$ cat src/rtl/regfile_pkg.sv
// Shared types and sizes for the register-file writeback arbiter.
package regfile_pkg;

  localparam int REG_ADDR_W = 3;
  localparam int NREG       = 8;
  localparam int DATA_W     = 32;

  typedef enum logic {
    GNT_A = 1'b0,
    GNT_B = 1'b1
  } grant_t;

endpackage

$ cat src/rtl/regfile_addr_decode.sv
// One-hot register select decode; addresses with no matching register give all zero.
module regfile_addr_decode
  import regfile_pkg::*;
#(
  parameter int ADDR_W = REG_ADDR_W,
  parameter int N_OUT  = NREG
) (
  input  logic [ADDR_W-1:0] addr,
  output logic [N_OUT-1:0]  sel
);

  always_comb begin
    sel = '0;
    for (int i = 0; i < N_OUT; i++) begin
      sel[i] = (int'(addr) == i);
    end
  end

endmodule

$ cat src/rtl/regfile_wb_arbiter.sv
// Two-requester writeback arbiter into a register file, round-robin on ties.
// Define REGFILE_WB_FIXED_PRIO_EN to make requester A always win ties instead.
module regfile_wb_arbiter #(
  parameter int DATA_W = regfile_pkg::DATA_W,
  parameter int NREG   = regfile_pkg::NREG
) (
  input  logic                              Clk,
  input  logic                              Rst,
  input  logic                              Stall,
  input  logic                              A_valid,
  input  logic [regfile_pkg::REG_ADDR_W-1:0] A_addr,
  input  logic [DATA_W-1:0]                 A_data,
  output logic                              A_ready,
  input  logic                              B_valid,
  input  logic [regfile_pkg::REG_ADDR_W-1:0] B_addr,
  input  logic [DATA_W-1:0]                 B_data,
  output logic                              B_ready,
  output logic                              BE,
  output logic [NREG-1:0]                   RE,
  output logic [DATA_W-1:0]                 wr_data,
  output logic                              Conflict
);

  import regfile_pkg::*;

  logic                  grant_a;
  logic                  grant_b;
  logic                  hs_p0;
  logic                  conflict_p0;
  logic [REG_ADDR_W-1:0] sel_addr_p0;
  logic [DATA_W-1:0]     sel_data_p0;
  logic [NREG-1:0]       sel_onehot_p0;

`ifndef REGFILE_WB_FIXED_PRIO_EN
  grant_t last_grant;

  always_ff @(posedge Clk) begin
    if (Rst) begin
      last_grant <= GNT_B;
    end else if (grant_a) begin
      last_grant <= GNT_A;
    end else if (grant_b) begin
      last_grant <= GNT_B;
    end
  end
`endif

  always_comb begin
    grant_a = 1'b0;
    grant_b = 1'b0;
    if (!Rst && !Stall) begin
`ifdef REGFILE_WB_FIXED_PRIO_EN
      grant_a = A_valid;
      grant_b = B_valid && !A_valid;
`else
      grant_a = A_valid && (!B_valid || (last_grant == GNT_B));
      grant_b = B_valid && (!A_valid || (last_grant == GNT_A));
`endif
    end
  end

  assign A_ready     = grant_a;
  assign B_ready     = grant_b;
  assign hs_p0       = grant_a || grant_b;
  assign sel_addr_p0 = grant_b ? B_addr : A_addr;
  assign sel_data_p0 = grant_b ? B_data : A_data;
  assign conflict_p0 = hs_p0 && A_valid && B_valid && (A_addr == B_addr);

  regfile_addr_decode #(
    .ADDR_W (REG_ADDR_W),
    .N_OUT  (NREG)
  ) u_decode (
    .addr (sel_addr_p0),
    .sel  (sel_onehot_p0)
  );

  // Stage p0 -> output: register-only outputs, one write per accepted handshake
  always_ff @(posedge Clk) begin
    if (Rst) begin
      BE       <= 1'b0;
      RE       <= '0;
      wr_data  <= '0;
      Conflict <= 1'b0;
    end else begin
      BE       <= hs_p0;
      RE       <= hs_p0 ? sel_onehot_p0 : '0;
      Conflict <= conflict_p0;
      if (hs_p0) begin
        wr_data <= sel_data_p0;
      end
    end
  end

endmodule

$ cat config.mk
export PLATFORM = sky130hd
export DESIGN_NAME = regfile_wb_arbiter
export DESIGN_NICKNAME = d
export VERILOG_FILES = /design/src/rtl/regfile_pkg.sv /design/src/rtl/regfile_addr_decode.sv /design/src/rtl/regfile_wb_arbiter.sv
export SDC_FILE = /design/constraint.sdc
export NUM_CORES = 1
export LEC_CHECK = 0
export CAP_MARGIN = 5
export CORE_ASPECT_RATIO = 0.7
export CORE_UTILIZATION = 30
export DETAILED_ROUTE_END_ITERATION = 12
export GPL_TIMING_DRIVEN = 1
export HOLD_SLACK_MARGIN = 0.02
export PLACE_DENSITY = 0.75
export SYNTH_ARGS = -nofsm -noshare
export SYNTH_HDL_FRONTEND = slang
export SYNTH_SLANG_ARGS = --single-unit
$ cat constraint.sdc
create_clock -name Clk -period 1.85 [get_ports Clk]
set_input_delay 0.37 -clock Clk [delete_from_list [all_inputs] [get_ports Clk]]
set_output_delay 0.37 -clock Clk [all_outputs]
set_load 0.02 [all_outputs]
==> impl_results.md <==
* Status: finished clean
* First-pass detailed-route iteration total at 4
* GR Overflow Total at 0
* Ratio of cells with drive above 1 in the final layout at 0.0943
* Worst hold path type: reg -> reg
* Clock network power share at 0.286
* Hpwl dp at 5.10 mm
* Critical Path Source Type: input pin
* Buffers added on ports at 118
* Final setup fails at 0
* P_sw at 629 uW
* Register area share after synthesis at 0.394
* VDD IR-drop max at 0.264 mV
* Vias in the first global route at 2401
* GR Util met3 at 0.0594
* Synth top area share at 0.394
* Slew headroom at 0.737
* Die area at 7640 um^2
* Synthesis-to-layout area growth at 63.3%
* Power share of the combinational group at 0.273
* Synth Area per Inst at 8.38 um^2
* # IOs at 119
* Antenna violations before repair at 1
* Post-Syn Nets at 336
* Kind of critical path: in -> reg
* CTS Hold Bufs at 0
* RSZ-0062 raised after global routing: no
* Met1 Track Usage GR at 0.226
* CTS root buffer: clkbuf_8
* Sw frac at 0.277
* Most common cell after layout, fill and taps aside: clkdlybuf4s50_1
* Hold EP: wr_data[18]
* Required @ worst endpoint at 2.07 ns
* Cell Rows at 25
* Gr busiest metal: met2
* Initial Utilization at 0.316
* Max-Cap Viols at 0
* Worst path arrival time at 2.02 ns
* Pwr/cell area at 636 nW/um^2
* CTS tree: done
* Hold Vio Cnt, Final at 0
* Pre-CTS setup slack at -0.443 ns
* Placer Congestion at 0.776
* Final min period at 1.80 ns
* CTS buffer count at 5
* Hold Path Depth at 2
* Max Root-Sink Buffers at 2
* First-pass GRT wire length at 11.3 mm
* Worst Skew at 0.00359 ns
* Routing usage on met2 at 0.318
* Total GRT Usage at 0.185
* Hold Startpoint: wr_data[18]
* Clk_lat worst skew at 0.29 ns
* Synth unique cells at 32
* FMAX at 557 MHz
* Asr flop ratio synth at 0
* Synth Register Bits at 43
* Worst Path Max Fanout at 39
* CTS Sinks at 43
* Top_reg_cell synth: dfxtp_1
* Post-Route WL at 7.28 mm
* R2R Path Start: last_grant
* Drt drc at 0
* Routed length per instance at 15.7 um
* Most frequent cells in the layout: clkdlybuf4s50_1 (113), dfxtp_1 (43), a21oi_1 (40)
* Core area at 6910 um^2
* WHS at 0.519 ns
* Number of DRC markers in iteration 0 at 108
* Final Cycle Share at 0.971
* Reg2Reg Depth at 4
* Yosys warnings at 0
* Post-DRT Antenna Nets at 0
* Fin. max-slew vios at 0
* Clk slew on worst S/H paths at 0.08 ns
* Largest net degree at the start of global routing at 40
* Final setup margin at 0.0536 ns
* Via density at 5.42
* Leak at 1.18 nW
* Slew at the pin closest to its max-slew limit at 0.394 ns
* Ant. Diodes at 0
* R2R setup slack at 0.29 ns
* Synthesized instance count at 261
* Layout net count at 445
* Int Power at 1.64 mW
* Via Count at 2521
* Main area contributors after synthesis: dfxtp_1 (39%), a311oi_1 (12%), a21oi_1 (9.2%)
* CP endpoint kind: flop
* Die X at 104 um
* CTS H-tree lvls at 2
* Die Y at 73.4 um
* RR Endpoint: RE[3]
* Cell Area, Synth at 2190 um^2
* Number of synthesized flops with an enable pin at 0
* Synth area leader: dfxtp_1
* Reg power frac at 0.441
[flip-flops by register name, indices dropped and copies added, names as in the netlist]
| register | count |
|---|---|
| wr_data | 32 |
| RE | 8 |
| BE | 1 |
| Conflict | 1 |
| last_grant | 1 |
[per-layer routing]
metal  share of wire  routed length (um)
met2            0.46                3370
met4          0.0026                  19
met1            0.45                3270
met5          0.0018                  13
met3           0.083                 602
[cells in the mapped netlist, types with 2 or more instances]
library cell / number
dfxtp_1: 43
a21oi_1: 40
nand3_1: 35
o21ai_0: 33
a311oi_1: 29
clkbuf_1: 16
buf_2: 11
buf_6: 6
nor2_1: 5
a211o_1: 4
nand2_1: 4
a311oi_2: 3
nand4_1: 3
nand4b_1: 3
o211ai_1: 3
xnor2_1: 3
inv_1: 2
nand2b_1: 2
nor2b_1: 2
nor3_1: 2
[logic make-up (layout without fill, tap and decap cells)]
logic type	Yosys count	in the layout	synth area share
AOI/OAI and AO/OA	115	115	0.347
and+or+nand+nor	62	62	0.153
DFF	43	43	0.394
buffers and inverters	38	148	0.0950
xor gates and xnor gates	3	3	0.0120
[worst max path at each step]
stage / from / end / cells past startpoint
floorplan: Rst / B_ready / 5
global placement: Rst / A_ready / 5
detailed placement: Rst / A_ready / 5
CTS: B_valid / wr_data[3] / 6
global route: A_valid / wr_data[3] / 6
finish: A_valid / RE[3] / 5
[critical path: stages]
cell and delay [ns]:
clkdlybuf4s50_1 0.43, a211o_1 0.32, buf_4 0.25, or4_1 0.50
a21oi_1 0.14
[cell type report]
| class | count | area [um^2] |
|---|---|---|
| clock buffer | 8 | 100 |
| fill | 636 | 3340 |
| inverter | 3 | 13.8 |
| multi-input combinational | 180 | 1120 |
| sequential | 43 | 861 |
| tap | 94 | 118 |
| timing repair buffer | 137 | 1360 |
[timing repair]
item	CTS	global route
gates resized for setup	9	2
setup endpoints to repair	19	29
setup buffers	0	0
[metrics by stage]
step | setup TNS [ns] | instances | instance area [um^2] | power, mW | utilization
6_report | 0 | 465 | 3570 | 2.27 | 0.517
2_1_floorplan | 0 | 261 | 2190 | 1.31 | -
3_3_place_gp | -10.89 | 457 | 3470 | 1.63 | 0.502
3_5_place_dp | -12.57 | 457 | 3470 | 1.64 | 0.502
5_1_grt | 0 | 465 | 3570 | 2.37 | 0.517
4_1_cts | 0 | 465 | 3570 | 2.29 | 0.516
[power by group through the flow]
stage                     logic (mW)  clock network [mW]  registers [mW]
after floorplan                0.228                   0            1.08
after global placement         0.610                   0            1.02
after detailed placement       0.619                   0            1.02
after CTS                      0.618               0.669            1.00
after global routing           0.662               0.703            1.01
final                          0.620               0.648            1.00
(Power assumes the default switching activity.)
